$ cat src/rtl/seq_mult_pkg.sv
// seq_mult_pkg: shared types for the iterative shift-add multiplier.
// Signed operation is a build option: SEQ_MULTIPLIER_SIGNED_EN.
package seq_mult_pkg;

  localparam int STATE_W       = 2;
  localparam int DEFAULT_WIDTH = 32;

  typedef enum logic [STATE_W-1:0] {
    IDLE   = 2'd0,
    CALC   = 2'd1,
    FINISH = 2'd2
  } state_t;

endpackage

$ cat src/rtl/seq_multiplier_if.sv
// seq_multiplier_if: start/done handshake and operand/product bus.
// master issues requests, slave is the multiplier.
interface seq_multiplier_if
  import seq_mult_pkg::*;
#(
  parameter int WIDTH = DEFAULT_WIDTH
) ();

  logic               start;
  logic [WIDTH-1:0]   multiplicand_in;
  logic [WIDTH-1:0]   multiplier_in;
  logic               signed_mode;
  logic               busy;
  logic               done;
  logic [2*WIDTH-1:0] product_out;

  modport master (
    output start,
    output multiplicand_in,
    output multiplier_in,
    output signed_mode,
    input  busy,
    input  done,
    input  product_out
  );

  modport slave (
    input  start,
    input  multiplicand_in,
    input  multiplier_in,
    input  signed_mode,
    output busy,
    output done,
    output product_out
  );

endinterface

$ cat src/rtl/seq_multiplier_operand_reg.sv
// operand_reg: load-enable register, synchronous active-high reset.
// Holds the multiplicand for the whole iteration.
module operand_reg #(
  parameter int WIDTH = 32
) (
  input  logic             clk,
  input  logic             rst,
  input  logic             load,
  input  logic [WIDTH-1:0] d,
  output logic [WIDTH-1:0] q
);

  // Capture d on load; otherwise hold.
  always_ff @(posedge clk) begin
    if (rst) begin
      q <= '0;
    end else if (load) begin
      q <= d;
    end
  end

endmodule

$ cat src/rtl/seq_multiplier.sv
// seq_multiplier: one add-shift step per clock, 2*WIDTH-bit product.
// Build option SEQ_MULTIPLIER_SIGNED_EN adds two's-complement mode.
module seq_multiplier
  import seq_mult_pkg::*;
#(
  parameter int WIDTH = DEFAULT_WIDTH,
  parameter int CNT_W = $clog2(WIDTH + 1)
) (
  input logic             clk,
  input logic             rst,
  seq_multiplier_if.slave bus
);

  localparam int PW = 2 * WIDTH;

  state_t           state_q;
  state_t           state_d;
  logic [CNT_W-1:0] cnt_q;
  logic [PW-1:0]    work_q;
  logic [PW-1:0]    prod_q;
  logic             done_q;
  logic [WIDTH-1:0] mcand_q;
  logic [WIDTH-1:0] a_op;
  logic [WIDTH-1:0] b_op;
  logic [WIDTH:0]   addend;
  logic [WIDTH:0]   sum;
  logic [PW-1:0]    result;
  logic             accept;
  logic             last_step;

  assign accept    = (state_q == IDLE) && bus.start;
  assign last_step = (cnt_q == CNT_W'(WIDTH - 1));

`ifdef SEQ_MULTIPLIER_SIGNED_EN
  logic neg_q;
  logic neg_d;
  logic a_neg;
  logic b_neg;

  // Negative operands are iterated as magnitudes; the most-negative
  // value maps onto itself, which is its correct unsigned magnitude.
  assign a_neg  = bus.signed_mode & bus.multiplicand_in[WIDTH-1];
  assign b_neg  = bus.signed_mode & bus.multiplier_in[WIDTH-1];
  assign a_op   = a_neg ? -bus.multiplicand_in : bus.multiplicand_in;
  assign b_op   = b_neg ? -bus.multiplier_in : bus.multiplier_in;
  assign neg_d  = a_neg ^ b_neg;
  assign result = neg_q ? -work_q : work_q;

  // Result sign, captured with the operands.
  always_ff @(posedge clk) begin
    if (rst) begin
      neg_q <= 1'b0;
    end else if (accept) begin
      neg_q <= neg_d;
    end
  end
`else
  assign a_op   = bus.multiplicand_in;
  assign b_op   = bus.multiplier_in;
  assign result = work_q;
`endif

  operand_reg #(
    .WIDTH (WIDTH)
  ) u_mcand (
    .clk  (clk),
    .rst  (rst),
    .load (accept),
    .d    (a_op),
    .q    (mcand_q)
  );

  assign addend = work_q[0] ? {1'b0, mcand_q} : '0;
  assign sum    = {1'b0, work_q[PW-1:WIDTH]} + addend;

  // State register.
  always_ff @(posedge clk) begin
    if (rst) begin
      state_q <= IDLE;
    end else begin
      state_q <= state_d;
    end
  end

  // Next-state: accept, iterate WIDTH steps, publish, return.
  always_comb begin
    state_d = state_q;
    unique case (state_q)
      IDLE:    if (bus.start) state_d = CALC;
      CALC:    if (last_step) state_d = FINISH;
      FINISH:  state_d = IDLE;
      default: state_d = IDLE;
    endcase
  end

  // Working product and step counter; carry enters from the top.
  always_ff @(posedge clk) begin
    if (rst) begin
      cnt_q  <= '0;
      work_q <= '0;
    end else if (accept) begin
      cnt_q  <= '0;
      work_q <= {{WIDTH{1'b0}}, b_op};
    end else if (state_q == CALC) begin
      cnt_q  <= cnt_q + 1'b1;
      work_q <= {sum, work_q[WIDTH-1:1]};
    end
  end

  // Published product and one-cycle done pulse.
  always_ff @(posedge clk) begin
    if (rst) begin
      prod_q <= '0;
      done_q <= 1'b0;
    end else begin
      done_q <= (state_q == FINISH);
      if (state_q == FINISH) prod_q <= result;
    end
  end

  assign bus.busy        = (state_q == CALC);
  assign bus.done        = done_q;
  assign bus.product_out = prod_q;

endmodule
$ cat src/flat_wrapper.sv
// flat-port wrapper written by rule: the top's interface ports become plain ports
module seq_multiplier_flat import seq_mult_pkg::*;
#(
  parameter int WIDTH = DEFAULT_WIDTH,
  parameter int CNT_W = $clog2(WIDTH + 1)
)
  (clk, rst, bus_start, bus_multiplicand_in, bus_multiplier_in, bus_signed_mode, bus_busy, bus_done, bus_product_out);
  seq_multiplier_if #(.WIDTH(WIDTH)) bus_i ();
  input logic clk;
  input logic rst;
  input wire logic [$bits(bus_i.start)-1:0] bus_start;
  input wire logic [$bits(bus_i.multiplicand_in)-1:0] bus_multiplicand_in;
  input wire logic [$bits(bus_i.multiplier_in)-1:0] bus_multiplier_in;
  input wire logic [$bits(bus_i.signed_mode)-1:0] bus_signed_mode;
  output wire logic [$bits(bus_i.busy)-1:0] bus_busy;
  output wire logic [$bits(bus_i.done)-1:0] bus_done;
  output wire logic [$bits(bus_i.product_out)-1:0] bus_product_out;
  assign bus_i.start = bus_start;
  assign bus_i.multiplicand_in = bus_multiplicand_in;
  assign bus_i.multiplier_in = bus_multiplier_in;
  assign bus_i.signed_mode = bus_signed_mode;
  assign bus_busy = bus_i.busy;
  assign bus_done = bus_i.done;
  assign bus_product_out = bus_i.product_out;
  seq_multiplier #(.WIDTH(WIDTH), .CNT_W(CNT_W)) u_core (.clk(clk), .rst(rst), .bus(bus_i));
endmodule
$ cat config.mk
export PLATFORM = sky130hd
export DESIGN_NAME = seq_multiplier_flat
export DESIGN_NICKNAME = d
export VERILOG_FILES = /design/src/rtl/seq_mult_pkg.sv /design/src/rtl/seq_multiplier_if.sv /design/src/rtl/seq_multiplier_operand_reg.sv /design/src/rtl/seq_multiplier.sv /design/src/flat_wrapper.sv
export SDC_FILE = /design/constraint.sdc
export NUM_CORES = 1
export LEC_CHECK = 0
export ABC_CLOCK_PERIOD_IN_PS = 9800
export CAP_MARGIN = 30
export CORE_AREA = 2 2 160 162
export DETAILED_ROUTE_END_ITERATION = 10
export DIE_AREA = 0 0 162 164
export DONT_BUFFER_PORTS = 1
export GPL_TIMING_DRIVEN = 0
export SKIP_CTS_REPAIR_TIMING = 1
export SLEW_MARGIN = 30
export SYNTH_ARGS = -nofsm -noshare
export SYNTH_HDL_FRONTEND = slang
export SYNTH_HIERARCHICAL = 1
export SYNTH_SLANG_ARGS = --single-unit
$ cat constraint.sdc
create_clock -name clk -period 9.8 [get_ports clk]
set_clock_uncertainty 0.05 [all_clocks]
set_input_delay 1.96 -clock clk [delete_from_list [all_inputs] [get_ports clk]]
set_output_delay 1.96 -clock clk [all_outputs]
set_load 0.02 [all_outputs]
Word-level counts from Yosys, hierarchy flattened:

Index checks and enable logic that the tools add are counted.

* flip-flop bits (word level): 169
* input port bits: 68
* output and inout bits: 66
* logic and storage cells: 25

* add/subtract/negate cells: 2
* equality and inequality tests: 5
* mux-type cells: 6
* reduce and logical (&&, ||, !) cells: 5

Operator list (count)
* two-way mux 32 bit: 3
* adder 32 x 32 -> 33 bit: 1
* adder 6 x 1 -> 6 bit, second input constant: 1
* == test 6 x 5 -> 1 bit, second input constant: 1
* two-way mux 2 bit: 2
* one-hot mux 2 bit (2 select lines): 1
* == test 2 x 1 -> 1 bit, second input constant: 1
* == test 2 bit, second input constant: 1
* zero test 2 bit: 1
* inequality test 2 x 1 -> 1 bit, second input constant: 1
* inequality test 2 bit, second input constant: 1
* AND reduction 2 bit: 1
* nonzero test 2 bit: 1
* OR reduction 2 bit: 1
* logical AND 1 bit: 1

Longest topological paths before layout:

* depth after elaboration: 4
* gate-level depth with buffers: 12

By module:

Netlist, hierarchy kept.

Modules (own cells, without submodules)
* seq_multiplier: instances 1, cells an instance 840, area an instance 6677.7 um^2, sequential area each 2742.6 um^2
* operand_reg: instances 1, cells an instance 103, area an instance 1163.6 um^2, sequential area each 640.6 um^2

Worst setup path before layout:

No wires, ideal clock.

* kind: input-to-reg
* start: input port bus_start
* end: register u_core.work_q[53] (netlist: u_core/result[53])
* library setup time: 0.117 ns
* arrival: 3.392 ns
* data required time: 9.633 ns
* setup slack: 6.241 ns
* stages on the path: 6
* path through: nor3b_1 > or2_2 > clkbuf_1 > nor2_1 > clkbuf_1 > a22o_1

* word-level cells in the longest chain between the ends: 2

RTL lines
* from (decl): RTL line flat_wrapper.sv:11 `input wire logic [$bits(bus_i.start)-1:0] bus_start;`
* logical AND 1 bit: RTL line seq_multiplier.sv:31 `assign accept = (state_q == IDLE) && bus.start;`
* OR reduction 2 bit (no source line)
* to (signal assigned): RTL line seq_multiplier.sv:103 `work_q <= {{WIDTH{1'b0}}, b_op};`
* to (signal assigned): RTL line seq_multiplier.sv:106 `work_q <= {sum, work_q[WIDTH-1:1]};`
* to (decl): RTL line seq_multiplier.sv:19 `logic [PW-1:0] work_q;`

Every way passes these cells.
A chain may end at the register's enable or synchronous reset.

Worst setup path in the final report:

* start: register u_core.state_q[1]
* end: output port bus_busy

* word-level cells in the longest chain between the ends: 1

RTL lines
* from (decl): RTL line seq_multiplier.sv:16 `state_t state_q;`
* from (signal assigned): RTL line seq_multiplier.sv:81 `state_q <= state_d;`
* == test 2 x 1 -> 1 bit: RTL line seq_multiplier.sv:121 `assign bus.busy = (state_q == CALC);`
* to (decl): RTL line flat_wrapper.sv:15 `output wire logic [$bits(bus_i.busy)-1:0] bus_busy;`

Every way passes these cells.

==> qor.csv <==
stage,metric,value,unit
grt,gr usage total,16.37,%
yosys,Avg Inst Size Synth,8.315,sq um
setup_path,Worst EP required,7790,ps
sta,final period utilization,45.58,%
setup_path,Worst path slowest cell,clkbuf_1,
hold_path,Hold WC Path Type,reg -> reg,
layout,filler instances,2685,
power,Int Power,1.101,mW
layout,Final #Nets,1064,
route,Routed Antenna Nets,0,
grt,initial antenna violation count,0,
sta,Fmax,0.2239,GHz
floorplanning,I/O pin count,134,
yosys,mapped cell area,7841,sq um
setup_path,Worst Reg-to-Reg Cells,12,
yosys,register area share after synthesis,43.15,%
sta,post-route setup TNS,0,ps
layout,synth-to-layout area growth,12.45,%
sta,final hold violation count,0,
yosys,Yosys reg bits,169,
power,sequential power share,49.1,%
layout,area occupied by multi-input gates,4136,sq um
yosys,Post-synth EDFFs,0,
clock_network,root buffer cell,clkbuf_16,
layout,"most common cell after layout, fill and taps aside",nand2_1,
yosys,largest family of logic cells by synthesized area,compound AO/OA/AOI/OAI gates,
placement,placed cell area,8259,sq um
clock_network,# clock sinks,169,
power,power share of the clock group,44.2,%
yosys,mux cell area share after synthesis,4.213,%
yosys,syn_nets,1045,
grt,global route overflow,0,
placement,post-DP HPWL,15.78,mm
floorplanning,Die Ht,164,um
floorplanning,Die Wd,162,um
route,Via-to-Cell Ratio,5.017,
power,Gate power share,6.7,%
layout,Diodes inserted,0,
layout,"non-filler cells, final",1304,
setup_path,Setup CP Type,reg -> out,
clock_network,CTS Buf Count,17,
sta,Final Hold Slack,421.6,ps
power,switching share of power,25.09,%
layout,fin area,8817,sq um
power,Total Power,1.470,mW
sta,worst slew pin tran,786.8,ps
yosys,ys async rst share,0,%
setup_path,kind of cell adding the most delay to the critical path,buffers and inverters,
floorplanning,Core ar.,24820,sq um
power,Psw,0.3688,mW
yosys,post-synthesis compound-gate area fraction,19.98,%
placement,routability cong.,0.8523,
clock_network,Worst-path clk slew,70,ps
floorplanning,row cnt,58,
sta,final setup fails,0,
route,drc violations,0,
sta,Final WS setup,5333,ps
hold_path,hold depth,2,
grt,largest net degree at the start of global routing,17,
route,Routed WL,21.54,mm
job,Max-Cap Viols,0,
sta,Tmin final,4467,ps
power,maximum VDD drop,0.09352,mV
clock_network,Clock Path Buffers,2,
setup_path,WP depth,5,
layout,Reg area,3383,sq um
yosys,post-synthesis xor/xnor area fraction,3.686,%
status,status,finished clean,
yosys,Yosys cell types,55,
yosys,adder-cell share of the synthesized area,5.521,%
grt,first-pass GRT wire length,34.22,mm
layout,final core utilization,35.53,%
power,Power Dens Cells,166.7,nW/um^2
clock_network,worst skew pair latency,430,ps
setup_path,CP Max Fanout,10,
clock_network,TritonCTS clock tree,built,
layout,share of cells above drive strength 1,4.825,%
route,DRT Pass-1 Iters,5,
setup_path,startpoint types,flip-flop,
sta,slew margin rel.,47.55,%
setup_path,CP cell instances,nand2b_1 -> clkbuf_1 -> inv_1 -> clkbuf_1 -> clkbuf_1,
setup_path,CP endpoint kind,primary output,
placement,count of input and output buffers,0,
yosys,Synth Instances,943,
setup_path,crit path buf inv count,4,
route,routed vias,6542,
power,leakage,3.371,nW
setup_path,Critical Path Most Common Cell,clkbuf_1,
grt,vias in the first global route,6291,
yosys,fraction of the mapped netlist area in simple logic gates,19.29,%
sta,Max Transition Viols Final,0,
placement,Post-Place Setup Slack,5740,ps
clock_network,H-tree Lvls,4,
yosys,Ys Warns,6,
setup_path,CP max stage delay,650,ps
sta,RSZ-0062 raised after global routing,no,
route,routed len/inst,16.52,um
floorplanning,initial core utilization,31.59,%
floorplanning,DIE AREA,26570,sq um
placement,dpl cells,1273,
route,initial drt markers,474,
setup_path,"Data arrival, critical path",2460,ps
yosys,Main synth FF type,dfxtp_1,
layout,most frequent cells in the layout,"nand2_1, dfxtp_1, a21oi_1",
[cells by family (layout without fill, tap and decap cells)]
kind of cell,after synthesis,after routing
and+or+nand+nor,350,350
AOI/OAI and AO/OA,252,252
DFF,169,169
buffers and inverters,72,103
adders and majority gates,34,34
xor gates and xnor gates,33,33
muxes,33,33
[tightest hold or removal path: stages, from the launching register on]
cell	delay, ps
dfxtp_1	320
nand2_1	60
a21oi_1	50
[per-layer routing]
metal,track usage [%],routed length (um)
met1,21.39,10240
met2,26.85,10050
met3,4.066,1009
met4,4.706,233
met5,0,0
[synthesized netlist by cell type, types with 2 or more instances]
| library cell | count | area, sq um |
|---|---|---|
| a31oi_1 | 2 | 12.51 |
| o21ai_0 | 15 | 75.07 |
| nand4_1 | 7 | 43.79 |
| nor3_1 | 7 | 35.03 |
| a211oi_1 | 3 | 22.52 |
| or3_1 | 4 | 25.02 |
| or2_2 | 3 | 18.77 |
| clkbuf_1 | 58 | 217.7 |
| or4_1 | 2 | 15.01 |
| a21oi_1 | 145 | 725.7 |
| dfxtp_1 | 169 | 3383 |
| a21o_1 | 14 | 105.1 |
| nand3_1 | 6 | 30.03 |
| xnor2_1 | 17 | 148.9 |
| and2_1 | 35 | 219.0 |
| nand2b_1 | 2 | 12.51 |
| o22ai_1 | 2 | 12.51 |
| buf_12 | 3 | 60.06 |
| a22oi_1 | 32 | 240.2 |
| nand2_1 | 211 | 792.0 |
| nor2b_1 | 6 | 37.54 |
| xor2_1 | 16 | 140.1 |
| buf_1 | 2 | 7.510 |
| inv_1 | 8 | 30.03 |
| a211o_1 | 2 | 17.52 |
| a22o_1 | 16 | 140.1 |
| a21boi_0 | 2 | 15.01 |
| nor2_1 | 57 | 214.0 |
| nor3b_1 | 2 | 15.01 |
| ha_1 | 33 | 412.9 |
| mux2i_1 | 33 | 330.3 |
| a21bo_2 | 2 | 20.02 |
| and3_1 | 5 | 31.28 |
[cell type report]
cell class	count	share of cell area, %
clock inverter	12	1.306
buffer	64	3.363
inverter	8	0.3406
tap	330	4.683
sequential	169	38.37
clock buffer	19	5.023
multi-input combinational	702	46.91
[registers in the layout (all words and copies together) (netlist names)]
signal	flops
u_core/bus.done	1
u_core/state_q	2
u_core/result	64
u_core/bus.product_out	64
u_core/u_mcand/q	32
u_core/cnt_q	6
[worst paths after layout]
check	from	endpoint	slack [ps]
min	u_core/result[5]	u_core/bus.product_out[5]	420
max reg2reg	u_core/result[0]	u_core/result[63]	6090
max	u_core/state_q[1]	bus_busy	5330
min reg2reg	u_core/result[5]	u_core/bus.product_out[5]	420
[power groups by stage]
stage	Clock, mW	Combinational (mW)	Sequential, mW
2_1_floorplan	0	0.0756	0.731
3_3_place_gp	0	0.0979	0.736
3_5_place_dp	0	0.0995	0.737
4_1_cts	0.669	0.100	0.721
5_1_grt	0.701	0.111	0.724
6_report	0.650	0.0990	0.721
No activity file was read; power rests on OpenSTA's default activity.
